==> src/rtl/regfile_wq_pkg.sv <==
// Shared constants and the queue entry type for the register file write queue.
package regfile_wq_pkg;

    localparam int DATA_W = 32;
    localparam int ADDR_W = 5;
    localparam int NREGS  = 16;

    typedef struct packed {
        logic              valid;
        logic [ADDR_W-1:0] addr;
        logic [DATA_W-1:0] data;
    } wq_entry_t;

endpackage

==> src/rtl/wq_match_lookup.sv <==
// Youngest-match search over the write queue entries, walking backwards from the tail.
module wq_match_lookup
    import regfile_wq_pkg::*;
#(
    parameter int DEPTH = 4
) (
    input  wq_entry_t [DEPTH-1:0]         entries,
    input  logic [$clog2(DEPTH)-1:0]      tail,
    input  logic [ADDR_W-1:0]             lkAddr,
    output logic                          hit,
    output logic [DATA_W-1:0]             data
);

    localparam int PTR_W = $clog2(DEPTH);

    logic [PTR_W-1:0] idx;

    // Scan oldest to youngest so the last match written is the newest pending value.
    always_comb begin
        hit  = 1'b0;
        data = '0;
        idx  = '0;
        for (int k = DEPTH; k >= 1; k--) begin
            idx = tail - PTR_W'(k);
            if (entries[idx].valid && (entries[idx].addr == lkAddr)) begin
                hit  = 1'b1;
                data = entries[idx].data;
            end
        end
    end

endmodule

==> src/rtl/regfile_write_queue.sv <==
// Buffered writer for the register file write port, with two forwarding lookup ports.
// Optional build macro REGFILE_WQ_COALESCE_EN merges a push into the youngest entry on address match.
module regfile_write_queue #(
    parameter int DEPTH  = 4,
    parameter int DATA_W = regfile_wq_pkg::DATA_W,
    parameter int ADDR_W = regfile_wq_pkg::ADDR_W,
    parameter int NREGS  = regfile_wq_pkg::NREGS
) (
    input  logic                     clk,
    input  logic                     reset,
    input  logic                     in_valid,
    output logic                     in_ready,
    input  logic [ADDR_W-1:0]        in_addr,
    input  logic [DATA_W-1:0]        in_data,
    input  logic                     rf_stall,
    output logic                     rf_regWrite,
    output logic [ADDR_W-1:0]        rf_wrAddr,
    output logic [DATA_W-1:0]        rf_wrData,
    input  logic [ADDR_W-1:0]        lk_addr1,
    input  logic [ADDR_W-1:0]        lk_addr2,
    output logic                     lk_hit1,
    output logic                     lk_hit2,
    output logic [DATA_W-1:0]        lk_data1,
    output logic [DATA_W-1:0]        lk_data2,
    output logic [$clog2(DEPTH):0]   count,
    output logic                     drop
);

    import regfile_wq_pkg::wq_entry_t;

    localparam int PTR_W = $clog2(DEPTH);
    localparam int CNT_W = PTR_W + 1;

    wq_entry_t [DEPTH-1:0] entries;
    logic [PTR_W-1:0]      head;
    logic [PTR_W-1:0]      tail;

    logic full;
    logic empty;
    logic addrLegal;
    logic accept;
    logic alloc;
    logic pop;
    logic coalesce;

    assign full      = (count == CNT_W'(DEPTH));
    assign empty     = (count == '0);
    assign addrLegal = (32'(in_addr) < NREGS);
    assign pop       = !empty && !rf_stall;

`ifdef REGFILE_WQ_COALESCE_EN
    logic [PTR_W-1:0] youngIdx;

    // Merging is only safe when the youngest entry is not leaving the queue this cycle.
    assign youngIdx = tail - 1'b1;
    assign coalesce = in_valid && addrLegal && !empty
                   && entries[youngIdx].valid
                   && (entries[youngIdx].addr == in_addr)
                   && !(pop && (count == CNT_W'(1)));
    assign in_ready = !full || coalesce;
`else
    assign coalesce = 1'b0;
    assign in_ready = !full;
`endif

    assign accept = in_valid && in_ready;
    assign alloc  = accept && addrLegal && !coalesce;

    assign rf_regWrite = pop;
    assign rf_wrAddr   = empty ? '0 : entries[head].addr;
    assign rf_wrData   = empty ? '0 : entries[head].data;

    // Pointer, occupancy and drop-pulse bookkeeping.
    always_ff @(posedge clk) begin
        if (reset) begin
            head  <= '0;
            tail  <= '0;
            count <= '0;
            drop  <= 1'b0;
        end else begin
            drop <= accept && !addrLegal;
            if (alloc) begin
                tail <= tail + 1'b1;
            end
            if (pop) begin
                head <= head + 1'b1;
            end
            case ({alloc, pop})
                2'b10:   count <= count + 1'b1;
                2'b01:   count <= count - 1'b1;
                default: count <= count;
            endcase
        end
    end

    // Entry storage; alloc and pop can never target the same slot since that needs full and empty at once.
    always_ff @(posedge clk) begin
        if (reset) begin
            entries <= '0;
        end else begin
            if (alloc) begin
                entries[tail] <= '{valid: 1'b1, addr: in_addr, data: in_data};
            end
`ifdef REGFILE_WQ_COALESCE_EN
            if (accept && coalesce) begin
                entries[youngIdx].data <= in_data;
            end
`endif
            if (pop) begin
                entries[head].valid <= 1'b0;
            end
        end
    end

    wq_match_lookup #(.DEPTH(DEPTH)) lookup1 (
        .entries (entries),
        .tail    (tail),
        .lkAddr  (lk_addr1),
        .hit     (lk_hit1),
        .data    (lk_data1)
    );

    wq_match_lookup #(.DEPTH(DEPTH)) lookup2 (
        .entries (entries),
        .tail    (tail),
        .lkAddr  (lk_addr2),
        .hit     (lk_hit2),
        .data    (lk_data2)
    );

endmodule

==> config.mk <==
export PLATFORM = sky130hd
export DESIGN_NAME = regfile_write_queue
export DESIGN_NICKNAME = d
export VERILOG_FILES = /design/src/rtl/regfile_wq_pkg.sv /design/src/rtl/wq_match_lookup.sv /design/src/rtl/regfile_write_queue.sv
export SDC_FILE = /design/constraint.sdc
export NUM_CORES = 1
export LEC_CHECK = 0
export ABC_AREA = 1
export CAP_MARGIN = 5
export CORE_MARGIN = 2
export CORE_UTILIZATION = 58
export DETAILED_ROUTE_END_ITERATION = 8
export GPL_ROUTABILITY_DRIVEN = 0
export PLACE_DENSITY = 0.82
export SYNTH_ARGS = -nofsm -noshare
export SYNTH_HDL_FRONTEND = slang
export SYNTH_SLANG_ARGS = --single-unit
==> constraint.sdc <==
create_clock -name clk -period 4 [get_ports clk]
set_input_delay 0.6 -clock clk [delete_from_list [all_inputs] [get_ports clk]]
set_output_delay 0.6 -clock clk [all_outputs]
set_load 0.005 [all_outputs]
==> out/summary.txt, run 1 <==
Initial DRT Pass Iterations = 7
Met2 wire length = 18500 um
Sequential area share after synthesis = 0.2346
Detailed Route Iter0 Violations = 2920
Clock Sinks = 160
Critical path endpoint category = output pin
Outcome = finished, final reports clean
Worst-path clk slew = 0.06 ns
Worst-Skew Late Latency = 0.43 ns
RSZ-0062 raised after global routing = no
Post-Syn Nets = 2554
Critical path type = reg2out
FF-to-FF setup slack = 1.42 ns
H-tree Lvls = 4
Fin Clk Skew = 0.01205 ns
Layout area overhead = 16.58%
Synthesized area per cell = 5.478 um2
CTS Buf Count = 17
Hold Violations, Final = 0
Root Buffer = clkbuf_16
Final setup margin = 0.1357 ns
I/O pins = 160
Vias in the first global route = 13112
Vias/cell = 5.809
Ys Warns = 0
Largest net degree at the start of global routing = 138
WL per Instance = 17.05 um
Cells on worst reg2reg path = 10
Most common cell after layout, fill and taps aside = nand2_1
Die area = 24790 um2
Fin. max-slew vios = 0
Yosys cell types = 34
Max layer used = met4
DR DRC count = 0
Max Cap Violations = 0
Crit path to = lk_data2[0]
CP arrival = 3.26 ns
GRT Residual Overflow = 0
Final period util = 0.9661
Die Height = 157.4 um
Core Area = 23260 um2
CTS tree = built
CP Data Required Time = 3.40 ns
Hold depth = 2
Setup Viol. Count Final = 0
TNS Setup = 0 ns
Fmax = 258.8 MHz
# rows = 56
Reg-to-Reg Start = count[2]
Worst hold path type = reg2reg
DP HPWL = 34520 um
Power Density = 369.7 nW/um2
Slew margin rel. = 0.4308
Crit path time final = 3.864 ns
Clock Path Buffers = 2
Pre-CTS setup slack = 0.3387 ns
Routed wire length = 48830 um
Post-Syn Instances = 2493
Hold slack = 0.4790 ns
R2R Path End = count[2]
Routed length on met3 = 8159 um
Worst setup SP type = flip-flop
# diodes = 0
Crit path max fanout = 16
Post-route ant nets = 0
Worst-Margin Slew = 0.8449 ns
Cell Area, Synth = 13660 um2
Nets = 2593
Global-route wire length before repair = 72890 um
Leakage = 0.006942 uW
Initial core utilization = 0.5870
Most frequent cells in the layout = 665 x nand2_1, 460 x o21ai_0, 286 x a21oi_1
Die X = 157.4 um
Antenna violations before repair = 0
Layout cell share with drive strength beyond 1 = 0.05147
Vias = 16637
Post-synthesis register bit count = 160
Port Buf Inserts = 159
Total track usage = 0.3761
Crit path from = tail[0]
Worst vdd ir = 502.3 uV
DRT met1 WL = 21280 um
worst max-delay path, stage by stage, from the launching register on:
cell and delay [ns]:
dfxtp_4 0.39, inv_4 0.04, ha_2 0.39, clkinv_4 0.13
nand3_1 0.14, nand2_1 0.14, nand2_1 0.09, nand2_1 0.05
nor2_1 0.18, nand3_4 0.19, clkbuf_16 0.24, nor2_1 0.10
nor2_1 0.04, nand2_1 0.08, nand2_1 0.05, nand2_1 0.07
clkdlybuf4s50_1 0.51
power breakdown:
group,switching [uW],internal [uW]
combinational,1760,856
clock,706,801
sequential,83.2,1680
total,2550,3340
kinds of logic (layout without fill, tap and decap cells):
logic type,after synthesis,after routing,synth area share
buffers and inverters,466,518,0.1453
AND/OR/NAND/NOR,1068,1068,0.3149
flip-flops,160,160,0.2346
AO/OA/AOI/OAI,781,781,0.2903
adder cells (fa/ha/maj),10,10,0.009713
multiplexers,1,1,0.0007330
XOR/XNOR,7,7,0.004490
per-layer routing:
metal / global-route usage / vias to the layer above
met3: 0.1110 / 68
li1: - / 8101
met5: 0 / -
met4: 0.05887 / 0
met2: 0.4887 / 1200
met1: 0.6031 / 7268
metrics by stage:
stage | cells | util | instance area (um2) | power (uW)
final | 2864 | 0.6844 | 15920 | 5886
after global routing | 2864 | 0.6844 | 15920 | 6182
after CTS | 2856 | 0.6756 | 15720 | 5747
after detailed placement | 2823 | 0.6518 | 15160 | 4257
after global placement | 2823 | 0.6518 | 15160 | 4211
after floorplan | 2493 | - | 13660 | 3321
cell usage after synthesis:
master / n / area [um2]
o21a_1: 4 / 30.03
o2111ai_1: 2 / 17.52
a21oi_2: 1 / 8.760
nor3_1: 1 / 5.000
xor2_1: 7 / 61.31
o21ai_1: 19 / 95.09
ha_1: 9 / 112.6
fa_1: 1 / 20.02
nor2_4: 4 / 45.04
inv_2: 4 / 15.01
nand2_2: 5 / 31.28
dfxtp_1: 160 / 3203
nor3_2: 1 / 10.01
inv_1: 272 / 1021
nor2_2: 8 / 50.05
buf_2: 51 / 255.2
nand2_1: 669 / 2511
nand3b_1: 3 / 22.52
buf_4: 14 / 105.1
o21ai_2: 1 / 8.760
o211ai_2: 2 / 25.02
nand3_2: 5 / 50.05
nand4_1: 2 / 12.51
clkbuf_1: 97 / 364.1
o21ai_0: 460 / 2302
buf_8: 1 / 15.01
mux2i_1: 1 / 10.01
a221oi_1: 4 / 35.03
a21oi_1: 288 / 1441
buf_6: 14 / 157.7
nor2_1: 231 / 867.1
inv_4: 1 / 6.260
nand3_1: 139 / 695.7
buf_1: 12 / 45.04
how the worst min path moves through the flow:
stage              start   endpoint  slack (ns)
6_report       flip-flop  flip-flop        0.48
4_1_cts        flip-flop  flip-flop        0.48
5_1_grt        flip-flop  flip-flop        0.50
3_3_place_gp   flip-flop  flip-flop        0.46
2_1_floorplan  flip-flop  flip-flop        0.45
3_5_place_dp   flip-flop  flip-flop        0.47
final cells by class:
type / count / area, um2
inverter: 277 / 1050
clock inverter: 14 / 108.9
timing repair buffer: 208 / 2191
fill: 2196 / 7342
tap: 319 / 399.1
multi-input combinational: 1867 / 8529
sequential: 160 / 3208
clock buffer: 18 / 429.2
timing repair inverter: 1 / 5.005
what timing repair did:
item,CTS,global route
cloned,0,7
pin swaps,1,2
hold buffers,0,0
setup buffers,1,1
setup endpoints to repair,2,65
gates resized for setup,1,16
(Power assumes the default switching activity.)
==> inputs of run 2 (changes only) <==
--- a/config.mk
+++ b/config.mk
@@ -7,11 +7,14 @@
 export LEC_CHECK = 0
 export ABC_AREA = 1
 export CAP_MARGIN = 5
+export CELL_PAD_IN_SITES_DETAIL_PLACEMENT = 0
+export CELL_PAD_IN_SITES_GLOBAL_PLACEMENT = 1
 export CORE_MARGIN = 2
-export CORE_UTILIZATION = 58
+export CORE_UTILIZATION = 39
 export DETAILED_ROUTE_END_ITERATION = 8
 export GPL_ROUTABILITY_DRIVEN = 0
-export PLACE_DENSITY = 0.82
+export PLACE_DENSITY_LB_ADDON = 0.1
+export SKIP_LAST_GASP = 1
 export SYNTH_ARGS = -nofsm -noshare
 export SYNTH_HDL_FRONTEND = slang
 export SYNTH_SLANG_ARGS = --single-unit
==> run 2 against run 1 <==
Routed wire length grew 14%. Die area grew 47%. Global-route usage shrank 7.9 points. Power grew 3.3%. Design area grew 2.7%. First-iteration DRC count shrank 29%. Register-to-register slack gained 0.13 ns. Maximum frequency grew 0.55%.
==> out/summary.txt, run 2 (synthesis results as in run 1) <==
Outcome = finished, final reports clean (unchanged)
Core Area = 34540 um2 (was 23260 um2)
CP Cell Sequence = buf_8 -> buf_4 -> o21ai_0 -> o21ai_0 -> nand3_1 -> nand2_1 -> nand2_1 -> nand2_1 -> clkdlybuf4s50_1 (was inv_4 -> ha_2 -> clkinv_4 -> nand3_1 -> nand2_1 -> nand2_1 -> nand2_1 -> nor2_1 -> nand3_4 -> clkbuf_16 -> nor2_1 -> nor2_1 -> nand2_1 -> nand2_1 -> nand2_1 -> clkdlybuf4s50_1)
Cts hold-fix bufs = 0 (unchanged)
Port Buf Inserts = 159 (unchanged)
Worst-Margin Slew = 0.8824 ns (was 0.8449 ns)
Die area = 36530 um2 (was 24790 um2)
Hold slack = 0.4772 ns (was 0.4790 ns)
Power Density = 371.9 nW/um2 (was 369.7 nW/um2)
Layout cell share with drive strength beyond 1 = 0.06187 (was 0.05147)
Leakage = 0.007113 uW (was 0.006942 uW)
WL per Instance = 18.46 um (was 17.05 um)
GRT Residual Overflow = 0 (unchanged)
Multi-input gate area = 8557 um2 (was 8529 um2)
Net Sw Power = 2569 uW (was 2546 uW)
Initial DRT Pass Iterations = 6 (was 7)
Slowest cell on the critical path = o21ai_0 (was clkdlybuf4s50_1)
Worst hold path type = reg2reg (unchanged)
TNS Setup = 0 ns (unchanged)
Crit path max fanout = 41 (was 16)
Critical path type = reg2out (unchanged)
Clock Sinks = 160 (unchanged)
Layout area overhead = 19.71% (was 16.58%)
CTS Buf Count = 17 (unchanged)
Most frequent cells in the layout = 665 x nand2_1, 460 x o21ai_0, 286 x a21oi_1 (unchanged)
Total track usage = 0.2971 (was 0.3761)
CP arrival = 3.24 ns (was 3.26 ns)
Final period util = 0.9608 (was 0.9661)
# rows = 68 (was 56)
Initial core utilization = 0.3953 (was 0.5870)
CP Data Required Time = 3.40 ns (about the same)
Switching part of the total = 0.4226 (was 0.4325)
Vias in the first global route = 13529 (was 13112)
Nets = 2621 (was 2593)
CTS tree = built (unchanged)
Slew margin rel. = 0.4117 (was 0.4308)
Fin. max-slew vios = 0 (unchanged)
H-tree Lvls = 4 (unchanged)
Cell Int Power = 3510 uW (was 3340 uW)
Critical path endpoint category = output pin (unchanged)
Combinational share of power = 0.456 (was 0.444)
Post-route ant nets = 0 (unchanged)
Fmax = 260.2 MHz (was 258.8 MHz)
Worst vdd ir = 303.4 uV (was 502.3 uV)
Worst-path clk slew = 0.06 ns (about the same)
Die X = 191.1 um (was 157.4 um)
Crit path from = tail[0] (unchanged)
Global-route wire length before repair = 82700 um (was 72890 um)
Clock Path Buffers = 2 (unchanged)
Clock power share = 0.257 (was 0.256)
Worst setup SP type = flip-flop (unchanged)
Vias/cell = 5.380 (was 5.809)
Crit path time final = 3.843 ns (was 3.864 ns)
Root Buffer = clkbuf_16 (unchanged)
Antenna violations before repair = 0 (unchanged)
Vias = 16274 (was 16637)
Worst path max stage delay = 0.67 ns (was 0.51 ns)
# diodes = 0 (unchanged)
Setup Viol. Count Final = 0 (unchanged)
I/O pins = 160 (unchanged)
Largest net degree at the start of global routing = 177 (was 138)
Most common cell after layout, fill and taps aside = nand2_1 (unchanged)
Die Height = 191.1 um (was 157.4 um)
Routed wire length = 55830 um (was 48830 um)
Reg power frac = 0.287 (was 0.300)
DR DRC count = 0 (unchanged)
RSZ-0062 raised after global routing = no (unchanged)
CP dominant cell by count = nand2_1 (unchanged)
Hold Violations, Final = 0 (unchanged)
Storage element area = 3208 um2 (unchanged)
Fin Clk Skew = 0.008527 ns (was 0.01205 ns)
Reg-to-Reg Start = count[1] (was count[2])
Worst-Skew Late Latency = 0.44 ns (was 0.43 ns)
Max Cap Violations = 0 (unchanged)
Detailed Route Iter0 Violations = 2070 (was 2920)
Fillers = 3769 (was 2196)
DP HPWL = 39230 um (was 34520 um)
-- run 2: metrics by stage --
step	total power (uW)	std cells	cell area, um2	util	worst slack, ns
3_5_place_dp	4436	2992	15630	0.4525	0.3580
3_3_place_gp	4416	2992	15630	0.4525	0.3897
6_report	6080	3025	16350	0.4732	0.1567
4_1_cts	5999	3022	16180	0.4685	-0.004388
5_1_grt	6426	3025	16350	0.4732	0.005712
2_1_floorplan	3321	2493	13660	-	0.6684
-- run 2: path summary, 6_finish.rpt --
kind / end / slack [ns] / cells past startpoint
setup / recovery: lk_data1[7] / 0.16 / 9
hold reg to reg: flip-flop / 0.48 / 2
setup reg to reg: count[2] / 1.55 / 10
hold / removal: flip-flop / 0.48 / 2
-- run 2: routing by layer --
| metal | up-vias | routed length (um) | GRT usage | part of all wire |
|---|---|---|---|---|
| met3 | 28 | 5756 | 0.05508 | 0.10 |
| met4 | 0 | 410 | 0.04290 | 0.0073 |
| met5 | - | 0 | 0 | 0 |
| met2 | 758 | 20960 | 0.3815 | 0.38 |
| met1 | 7351 | 28710 | 0.4980 | 0.51 |
| li1 | 8137 | - | - | - |
-- run 2: repair_timing --
item / CTS / global route
buffers inserted: 1 / 1
gates cloned: 0 / 2
pin swaps: 1 / 2
gates resized for setup: 3 / 25
setup endpoints to repair: 19 / 65
-- run 2: power groups by stage --
| stage | Clock [uW] | Combinational [uW] | Sequential (uW) |
|---|---|---|---|
| 2_1_floorplan | 0 | 1560 | 1770 |
| 3_3_place_gp | 0 | 2640 | 1780 |
| 3_5_place_dp | 0 | 2660 | 1780 |
| 4_1_cts | 1580 | 2670 | 1740 |
| 5_1_grt | 1650 | 3020 | 1750 |
| 6_report | 1560 | 2770 | 1740 |
-- run 2: area by class of cell --
cell class / instances / area share
Sequential cell: 160 / 0.1963
Multi-Input combinational cell: 1867 / 0.5235
Timing Repair Buffer: 237 / 0.1486
Tap cell: 455 / 0.03483
Clock inverter: 8 / 0.005664
Clock buffer: 21 / 0.02694
Inverter: 277 / 0.06422
-- run 2: critical path: cells and delay by family (launching register included) --
| family | cells | cell delay (ns) |
|---|---|---|
| buf+inv | 3 | 1.12 |
| compound gates | 2 | 0.87 |
| simple gates | 4 | 0.41 |
| flops | 1 | 0.39 |
